## config.mk

```make
export PLATFORM = sky130hd
export DESIGN_NAME = sysbus_scheduler
export DESIGN_NICKNAME = d
export VERILOG_FILES = /design/src/rtl/sysbus_scheduler.sv
export SDC_FILE = /design/constraint.sdc
export NUM_CORES = 1
export LEC_CHECK = 0
export CAP_MARGIN = 15
export CORE_AREA = 2 2 183 185
export CTS_CLUSTER_SIZE = 40
export DETAILED_ROUTE_END_ITERATION = 10
export DIE_AREA = 0 0 185 187
export PLACE_DENSITY = 0.6
export SYNTH_ARGS = -nofsm -noshare
export SYNTH_HDL_FRONTEND = slang
export SYNTH_SLANG_ARGS = --single-unit
```

## constraint.sdc

```tcl
create_clock -name clk -period 1.9 [get_ports clk]
set_clock_uncertainty 0.05 [all_clocks]
set_input_delay 0.38 -clock clk [delete_from_list [all_inputs] [get_ports clk]]
set_output_delay 0.38 -clock clk [all_outputs]
set_load 0.02 [all_outputs]
```

## src/rtl/sysbus_scheduler.sv

```systemverilog
// Round-robin arbiter sharing one Sysbus between the icache and dcache.
// Grants one requester, forwards its request or write burst, and routes the 8-beat read response back.
module sysbus_scheduler #(
   parameter int WIDTH     = 64,
   parameter int TAG_WIDTH = 13,
   parameter int BEATS     = 8
) (
   input  logic                 clk,
   input  logic                 reset,
   input  logic                 i_reqcyc,
   input  logic [WIDTH-1:0]     i_req,
   input  logic [TAG_WIDTH-1:0] i_reqtag,
   output logic                 i_reqack,
   output logic                 i_respcyc,
   output logic [WIDTH-1:0]     i_resp,
   output logic [TAG_WIDTH-1:0] i_resptag,
   input  logic                 d_reqcyc,
   input  logic [WIDTH-1:0]     d_req,
   input  logic [TAG_WIDTH-1:0] d_reqtag,
   output logic                 d_reqack,
   output logic                 d_respcyc,
   output logic [WIDTH-1:0]     d_resp,
   output logic [TAG_WIDTH-1:0] d_resptag,
   output logic                 d_writeack,
   output logic                 bus_reqcyc,
   output logic [WIDTH-1:0]     bus_req,
   output logic [TAG_WIDTH-1:0] bus_reqtag,
   input  logic                 bus_reqack,
   input  logic                 bus_respcyc,
   input  logic [WIDTH-1:0]     bus_resp,
   input  logic [TAG_WIDTH-1:0] bus_resptag,
   output logic                 bus_respack
);

   localparam int CNT_W = $clog2(BEATS) + 1;
   localparam logic [CNT_W-1:0] LAST_BEAT = CNT_W'(BEATS - 1);
   localparam logic [CNT_W-1:0] CNT_ONE   = CNT_W'(1);

   typedef enum logic [2:0] {
      S_IDLE, S_I_REQ, S_I_RESP, S_D_REQ, S_D_RESP, S_D_WRITE
   } state_t;

   state_t                 state_q, state_d;
   logic                   last_grant_q, last_grant_d;   // 1 = dcache held the bus last
   logic [CNT_W-1:0]       beat_cnt_q, beat_cnt_d;
   logic                   i_respcyc_q, i_respcyc_d;
   logic [WIDTH-1:0]       i_resp_q, i_resp_d;
   logic [TAG_WIDTH-1:0]   i_resptag_q, i_resptag_d;
   logic                   d_respcyc_q, d_respcyc_d;
   logic [WIDTH-1:0]       d_resp_q, d_resp_d;
   logic [TAG_WIDTH-1:0]   d_resptag_q, d_resptag_d;
   logic                   d_writeack_q, d_writeack_d;
   logic                   req_accept;

   assign req_accept = bus_reqcyc & bus_reqack;

   // Request path is a pure pass-through so the cache sees its ack in the same cycle as the bus.
   always_comb begin
      bus_reqcyc  = 1'b0;
      bus_req     = '0;
      bus_reqtag  = '0;
      i_reqack    = 1'b0;
      d_reqack    = 1'b0;
      bus_respack = 1'b0;
      case (state_q)
         S_I_REQ: begin
            bus_reqcyc = i_reqcyc;
            bus_req    = i_req;
            bus_reqtag = i_reqtag;
            i_reqack   = i_reqcyc & bus_reqack;
         end
         S_D_REQ, S_D_WRITE: begin
            bus_reqcyc = d_reqcyc;
            bus_req    = d_req;
            bus_reqtag = d_reqtag;
            d_reqack   = d_reqcyc & bus_reqack;
         end
         S_I_RESP, S_D_RESP: bus_respack = bus_respcyc;
         default: ;
      endcase
   end

   always_comb begin
      state_d      = state_q;
      last_grant_d = last_grant_q;
      beat_cnt_d   = beat_cnt_q;
      i_respcyc_d  = 1'b0;
      i_resp_d     = '1;
      i_resptag_d  = i_resptag_q;
      d_respcyc_d  = 1'b0;
      d_resp_d     = '1;
      d_resptag_d  = d_resptag_q;
      d_writeack_d = 1'b0;
      case (state_q)
         S_IDLE: begin
            if (i_reqcyc && (!d_reqcyc || last_grant_q)) begin
               state_d      = S_I_REQ;
               last_grant_d = 1'b0;
               beat_cnt_d   = '0;
            end else if (d_reqcyc) begin
               state_d      = d_reqtag[TAG_WIDTH-1] ? S_D_REQ : S_D_WRITE;
               last_grant_d = 1'b1;
               beat_cnt_d   = '0;
            end
         end
         S_I_REQ: begin
            if (req_accept) begin
               state_d    = S_I_RESP;
               beat_cnt_d = '0;
            end
         end
         S_D_REQ: begin
            if (req_accept) begin
               state_d    = S_D_RESP;
               beat_cnt_d = '0;
            end
         end
         S_I_RESP: begin
            if (bus_respcyc) begin
               i_respcyc_d = 1'b1;
               i_resp_d    = bus_resp;
               i_resptag_d = bus_resptag;
               beat_cnt_d  = beat_cnt_q + CNT_ONE;
               if (beat_cnt_q == LAST_BEAT) state_d = S_IDLE;
            end
         end
         S_D_RESP: begin
            if (bus_respcyc) begin
               d_respcyc_d = 1'b1;
               d_resp_d    = bus_resp;
               d_resptag_d = bus_resptag;
               beat_cnt_d  = beat_cnt_q + CNT_ONE;
               if (beat_cnt_q == LAST_BEAT) state_d = S_IDLE;
            end
         end
         S_D_WRITE: begin
            // A dropped d_reqcyc stalls the burst without leaving the grant.
            if (req_accept) begin
               beat_cnt_d = beat_cnt_q + CNT_ONE;
               if (beat_cnt_q == LAST_BEAT) begin
                  state_d      = S_IDLE;
                  d_writeack_d = 1'b1;
               end
            end
         end
         default: state_d = S_IDLE;
      endcase
   end

   always_ff @(posedge clk) begin
      if (reset) begin
         state_q      <= S_IDLE;
         last_grant_q <= 1'b1;
         beat_cnt_q   <= '0;
         i_respcyc_q  <= 1'b0;
         i_resp_q     <= '1;
         i_resptag_q  <= '0;
         d_respcyc_q  <= 1'b0;
         d_resp_q     <= '1;
         d_resptag_q  <= '0;
         d_writeack_q <= 1'b0;
      end else begin
         state_q      <= state_d;
         last_grant_q <= last_grant_d;
         beat_cnt_q   <= beat_cnt_d;
         i_respcyc_q  <= i_respcyc_d;
         i_resp_q     <= i_resp_d;
         i_resptag_q  <= i_resptag_d;
         d_respcyc_q  <= d_respcyc_d;
         d_resp_q     <= d_resp_d;
         d_resptag_q  <= d_resptag_d;
         d_writeack_q <= d_writeack_d;
      end
   end

   assign i_respcyc  = i_respcyc_q;
   assign i_resp     = i_resp_q;
   assign i_resptag  = i_resptag_q;
   assign d_respcyc  = d_respcyc_q;
   assign d_resp     = d_resp_q;
   assign d_resptag  = d_resptag_q;
   assign d_writeack = d_writeack_q;

endmodule

```

==> impl_metrics.csv, run 1 <==
group,metric,value,unit
flow_run,cap_violations,0,
floorplanning,start_util,17.9,%
sta,max_freq,444,MHz
sta,hold_violations,0,
routing,drt_iter0_drc,279,
critical_path,critical_path_class,"reg -> out",
finish,final-seq-area,0.00331,mm^2
routing,drt-total-wl,30800,um
floorplanning,die_w,185,um
critical_path,slowest_delay,0.37,ns
pwr,p_leak,4.94,nW
finish,multiInputGateArea,0.00253,mm^2
sta,drv_slew,0,
routing,drc_errors,0,
clocking,cts-root-buf,"clkbuf_16",
routing,postRouteAntennaNets,0,
routing,num_vias,6655,
synthesis,ys_ff_latch,165,
clocking,path_clk_slew,0.08,ns
sta,rsz0062_at_grt,"true",
finish,fillers,3258,
critical_path,worstPathArrival,1.82,ns
synthesis,synth_top_family_by_area,"simple AND/OR/NAND/NOR gates",
critical_path,cpMaxStageDelayCell,"dfxtp_4",
global_routing,grt_usage,16.7,%
synthesis,syn_inst,589,
pwr,seqPwrFrac,24.6,%
pwr,p_sw_share,34.8,%
routing,wl_per_cell,19.6,um
critical_path,worstPathCellList,"nand2b_4 -> a21boi_4 -> buf_6 -> clkbuf_16 -> a22o_1 -> buf_4",
synthesis,muxShareOfSynthArea,0.361,%
clocking,postCtsHoldBufs,0,
synthesis,synth_ff_type,"dfxtp_1",
synthesis,synth_edf_count,0,
floorplanning,dieArea,0.0346,mm^2
routing,viasPerCell,4.22,
critical_path,end_kind,"output port",
sta,finalCritPeriodShare,119,%
critical_path,worstPathRequired,1.47,ns
placed_design,gp_congestion,0.865,
run_status,status,"complete, but fails checks",
synthesis,async_flop_share,0,%
finish,nNetsFinal,1340,
floorplanning,chipHeight,187,um
clocking,clkLatencyLatePin,0.43,ns
global_routing,grt_overflow_total,0,
clocking,cts_tree,"built",
pwr,p_switching,5.32,mW
floorplanning,io_pins,475,
placed_design,place_hpwl,23800,um
floorplanning,core_area,0.0329,mm^2
sta,layout_setup_ws,-0.352,ns
critical_path,cp_top_family,"buffers and inverters",
sta,slew_headroom,72.9,%
synthesis,synth_xor_area_share,0,%
synthesis,synth.net_count,827,
synthesis,synth_compound_area_share,17.8,%
synthesis,avgSynthCellArea,10.0,um^2
placed_design,io_buffer_count,474,
sta,fin_crit,2.25,ns
synthesis,synthAdderAreaFrac,0.212,%
critical_path,critPathMaxFanout,6,
critical_path,start_kind,"flop",
global_routing,grt_pass1_wl,41400,um
clocking,cts_buffer_depth,2,
pwr,intPower,9.96,mW
sta,worst_slew_pin_slew,0.406,ns
synthesis,netlist_area,0.00589,mm^2
critical_path,crit_buf_inv,3,
global_routing,grt_pass1_vias,6401,
pwr,p_comb_share,51.3,%
sta,whs,0.406,ns
global_routing,antenna_found_initial,13,
synthesis,yosysSeqAreaShare,56.1,%
sta,fin_setup_tns,-23.79,ns
worst_hold_path,hp-class,"reg -> reg",
pwr,cellPowerDensity,1200,mW/mm^2
clocking,cts_num_sinks,165,
finish,syn_to_final_growth,116,%
pwr,pwr-share-clk,24.0,%
finish,mostFrequentLayoutCell,"clkdlybuf4s50_1",
global_routing,grt_max_degree,53,
synthesis,synth_simple_gate_area_share,21.0,%
finish,drive_above_1_share,20.6,%
pwr,ir_drop,0.884,mV
clocking,cts-buffers-inserted,17,
sta,finalSetupViolCount,82,
synthesis,synth.distinct_cells,44,
clocking,cts_max_level,4,
routing,firstDrtPassIters,4,
floorplanning,rows,67,
run_status,failed_checks,"setup timing",
synthesis,yosysWarningCount,0,
finish,final_cell_mix,"clkdlybuf4s50_1 (390), dfxtp_1 (162), or3_1 (127), buf_4 (87), a22o_1 (72)",
-- what timing repair did --
action | 4_1_cts | 5_1_grt
pin swaps | 3 | 19
setup buffers | 8 | 9
gates resized for setup | 381 | 87
gates cloned | 3 | 6
endpoints found under the setup margin | 81 | 153
-- synth_stat cells, types with 2 or more instances --
cell      instances  area (um^2)
o22ai_1           2         12.5
buf_2            11         55.1
nand3_1           2         10.0
or3_1           128          801
nor2b_1           3         18.8
a31oi_1           2         12.5
nand2b_1          7         43.8
clkbuf_1         44          165
nor2_1            8         30.0
o41ai_1           4         35.0
inv_1             5         18.8
o211ai_1          2         15.0
a21oi_1          31          155
nor3_1            3         15.0
o21ai_0           5         25.0
dfxtp_1         165         3300
and3_1            6         37.5
a22o_1           78          683
nand2_1          57          214
buf_4             2         15.0
-- tightest hold or removal path: stages, from the launching register on --
cell	delay (ns)
dfxtp_1	0.31
nand2_1	0.05
a21oi_1	0.05
-- logic make-up (layout without fill, tap and decap cells) --
logic type               after synthesis  after routing
AO/OA/AOI/OAI                        135            135
multiplexers                           2              2
buffers and inverters                 64            590
AND/OR/NAND/NOR                      222            222
flip-flops                           165            165
other                                  0             13
adder cells (fa/ha/maj)                1              1
-- routing by layer --
metal | routed length, um | track usage, % | part of all wire, %
met1 | 10600 | 15.8 | 35
met2 | 16600 | 32.0 | 54
met3 | 2410 | 5.00 | 7.8
met4 | 1190 | 8.15 | 3.9
met5 | 0 | 0 | 0
-- flip-flops by register name, summed over array words and instances (netlist names) --
register	flops
d_resptag	13
beat_cnt_q	4
i_resp	64
last_grant_q	1
d_writeack	1
state_q	3
d_respcyc	1
i_respcyc	1
i_resptag	13
d_resp	64
-- area by class of cell --
| class | instances | share of cell area, % |
|---|---|---|
| diodes | 13 | 0.255 |
| flip-flops and latches | 165 | 26.0 |
| multi-input cells | 360 | 19.8 |
| clock buffers | 18 | 3.44 |
| inverters | 5 | 0.147 |
| repair buffers | 553 | 44.4 |
| well taps | 448 | 4.40 |
| clock inverters | 14 | 1.48 |
-- final timing paths --
check                           depth (start not counted)           end    startpoint  slack, ns
worst max register to register                          8    state_q[0]    state_q[0]      -0.10
worst min register to register                          2  d_resptag[5]  d_resptag[5]       0.41
worst max-delay path                                    6   bus_req[12]    state_q[1]      -0.35
worst min-delay path                                    2  d_resptag[5]  d_resptag[5]       0.41
-- power by group through the flow --
stage          clock, mW  combinational [mW]  sequential, mW
2_1_floorplan          0                2.99            3.98
5_1_grt             3.90                8.22            3.79
3_5_place_dp           0                6.60            3.81
3_3_place_gp           0                6.63            3.80
4_1_cts             3.77                7.07            3.76
6_report            3.67                7.85            3.76
-- stage by stage --
stage	setup WS [ns]	total power, mW	util (%)	cell area (um^2)	cells
6_report	-0.352	15.3	38.8	12700	1576
5_1_grt	-0.444	15.9	38.7	12700	1570
4_1_cts	-0.377	14.6	37.6	12300	1550
3_5_place_dp	-0.349	10.4	35.0	11500	1508
3_3_place_gp	-0.339	10.4	35.0	11500	1508
2_1_floorplan	-0.0348	6.96	-	5890	589
(Power assumes the default switching activity.)
==> run 2, diff against run 1 <==
--- a/config.mk
+++ b/config.mk
@@ -11,6 +11,7 @@
 export DETAILED_ROUTE_END_ITERATION = 10
 export DIE_AREA = 0 0 185 187
 export PLACE_DENSITY = 0.6
+export SKIP_CTS_REPAIR_TIMING = 1
 export SYNTH_ARGS = -nofsm -noshare
 export SYNTH_HDL_FRONTEND = slang
 export SYNTH_SLANG_ARGS = --single-unit
==> impl_metrics.csv, run 2 (same netlist as run 1, synthesis figures left out) <==
group,metric,value,unit
pwr,p_leak,4.85,nW
clocking,cts_tree,"built",
global_routing,grt_pass1_wl,40600,um
clocking,cts-root-buf,"clkbuf_16",
finish,fin_area,0.0125,mm^2
critical_path,critical_path_class,"reg -> out",
routing,postRouteAntennaNets,0,
floorplanning,start_util,17.9,%
pwr,total_power,14.9,mW
critical_path,start_kind,"flop",
clocking,cts-buffers-inserted,17,
sta,fin_crit,2.20,ns
clocking,cts_num_sinks,165,
routing,firstDrtPassIters,5,
routing,viasPerCell,4.23,
clocking,clkLatencyLatePin,0.43,ns
worst_hold_path,hp-start,"i_resptag[0]",
critical_path,crit_start,"state_q[1]",
critical_path,rr_startpoint,"state_q[0]",
global_routing,grt_pass1_vias,6340,
global_routing,grt_max_degree,53,
clocking,path_clk_slew,0.07,ns
routing,drc_errors,0,
run_status,status,"complete, but fails checks",
finish,syn_to_final_growth,113,%
placed_design,dpl_cell_area,0.0115,mm^2
run_status,failed_checks,"setup timing",
finish,mostFrequentLayoutCell,"clkdlybuf4s50_1",
clocking,cts_buffer_depth,2,
pwr,ir_drop,0.787,mV
finish,nNetsFinal,1329,
pwr,cellPowerDensity,1190,mW/mm^2
routing,drt_iter0_drc,263,
routing,drt-total-wl,30600,um
critical_path,worstPathRequired,1.47,ns
floorplanning,die_w,185,um
sta,rsz0062_at_grt,"true",
floorplanning,dieArea,0.0346,mm^2
sta,hold_violations,0,
floorplanning,io_pins,475,
floorplanning,rows,67,
finish,drive_above_1_share,18.9,%
sta,worst_slew_pin_slew,0.405,ns
floorplanning,chipHeight,187,um
global_routing,grt_usage,16.3,%
sta,slew_headroom,72.8,%
critical_path,end_kind,"output port",
sta,finalCritPeriodShare,116,%
flow_run,cap_violations,0,
routing,wl_per_cell,19.5,um
placed_design,io_buffer_count,474,
sta,max_freq,455,MHz
sta,layout_setup_ws,-0.296,ns
routing,num_vias,6622,
global_routing,antenna_found_initial,14,
critical_path,critPathMaxFanout,7,
floorplanning,core_area,0.0329,mm^2
clocking,cts_max_level,4,
global_routing,grt_overflow_total,0,
sta,finalSetupViolCount,81,
sta,fin_setup_tns,-21.56,ns
placed_design,gp_congestion,0.865,
critical_path,worstPathArrival,1.77,ns
worst_hold_path,hp-class,"reg -> reg",
sta,drv_slew,0,
finish,final_cell_mix,"clkdlybuf4s50_1 (390), dfxtp_1 (162), or3_1 (128), a22o_1 (72), buf_4 (69)",
placed_design,place_hpwl,23800,um
==> run 2: cell types whose count changed in the layout (fill, tap and decap cells not counted), sizes merged <==
cell   before  now
buf       155  144
diode      13   14
==> run 2: layer usage <==
metal | wire length [um] | part of all wire (%) | vias to the layer above | global-route usage (%)
met1 | 10300 | 34 | 3083 | 15.5
met2 | 16500 | 54 | 344 | 31.3
met4 | 1200 | 3.9 | 0 | 7.78
li1 | - | - | 3154 | -
met3 | 2600 | 8.5 | 41 | 5.20
met5 | 0 | 0 | - | 0
==> run 2: report_power, final <==
group          total [mW]  switching, mW  leakage [nW]  internal [mW]
combinational        7.47           3.58          3.20           3.88
clock                3.66           1.52         0.307           2.15
sequential           3.77          0.102          1.34           3.67
==> run 2: final cells by class <==
| class | count | area (um^2) |
|---|---|---|
| Multi-Input combinational cell | 360 | 2450 |
| Sequential cell | 165 | 3310 |
| Timing Repair Buffer | 542 | 5540 |
| Inverter | 5 | 18.8 |
| Tap cell | 448 | 561 |
| Antenna cell | 14 | 35.0 |
| Clock inverter | 14 | 189 |
| Fill cell | 3279 | 20300 |
| Clock buffer | 18 | 439 |
==> run 2: worst paths after layout <==
kind | endpoint | slack (ns) | depth (start not counted)
max | bus_req[29] | -0.30 | 6
min | i_resptag[0] | 0.41 | 2
max reg2reg | state_q[0] | 0.03 | 7
min reg2reg | i_resptag[0] | 0.41 | 2
==> run 2: per-stage QoR <==
stage	hold slack (ns)	utilization, %	worst slack (ns)	cells
floorplan	0.375	-	-0.0348	589
global placement	0.392	35.0	-0.339	1508
detailed placement	0.396	35.0	-0.349	1508
CTS	0.406	36.9	-0.842	1540
global route	0.425	38.1	-0.389	1559
finish	0.406	38.2	-0.296	1566
==> run 2: worst max-delay path: stages, from the launching register on <==
cell	delay (ns)
dfxtp_4	0.38
nand2b_4	0.15
a21boi_4	0.19
buf_12	0.17
clkbuf_16	0.16
a22o_1	0.15
buf_6	0.12
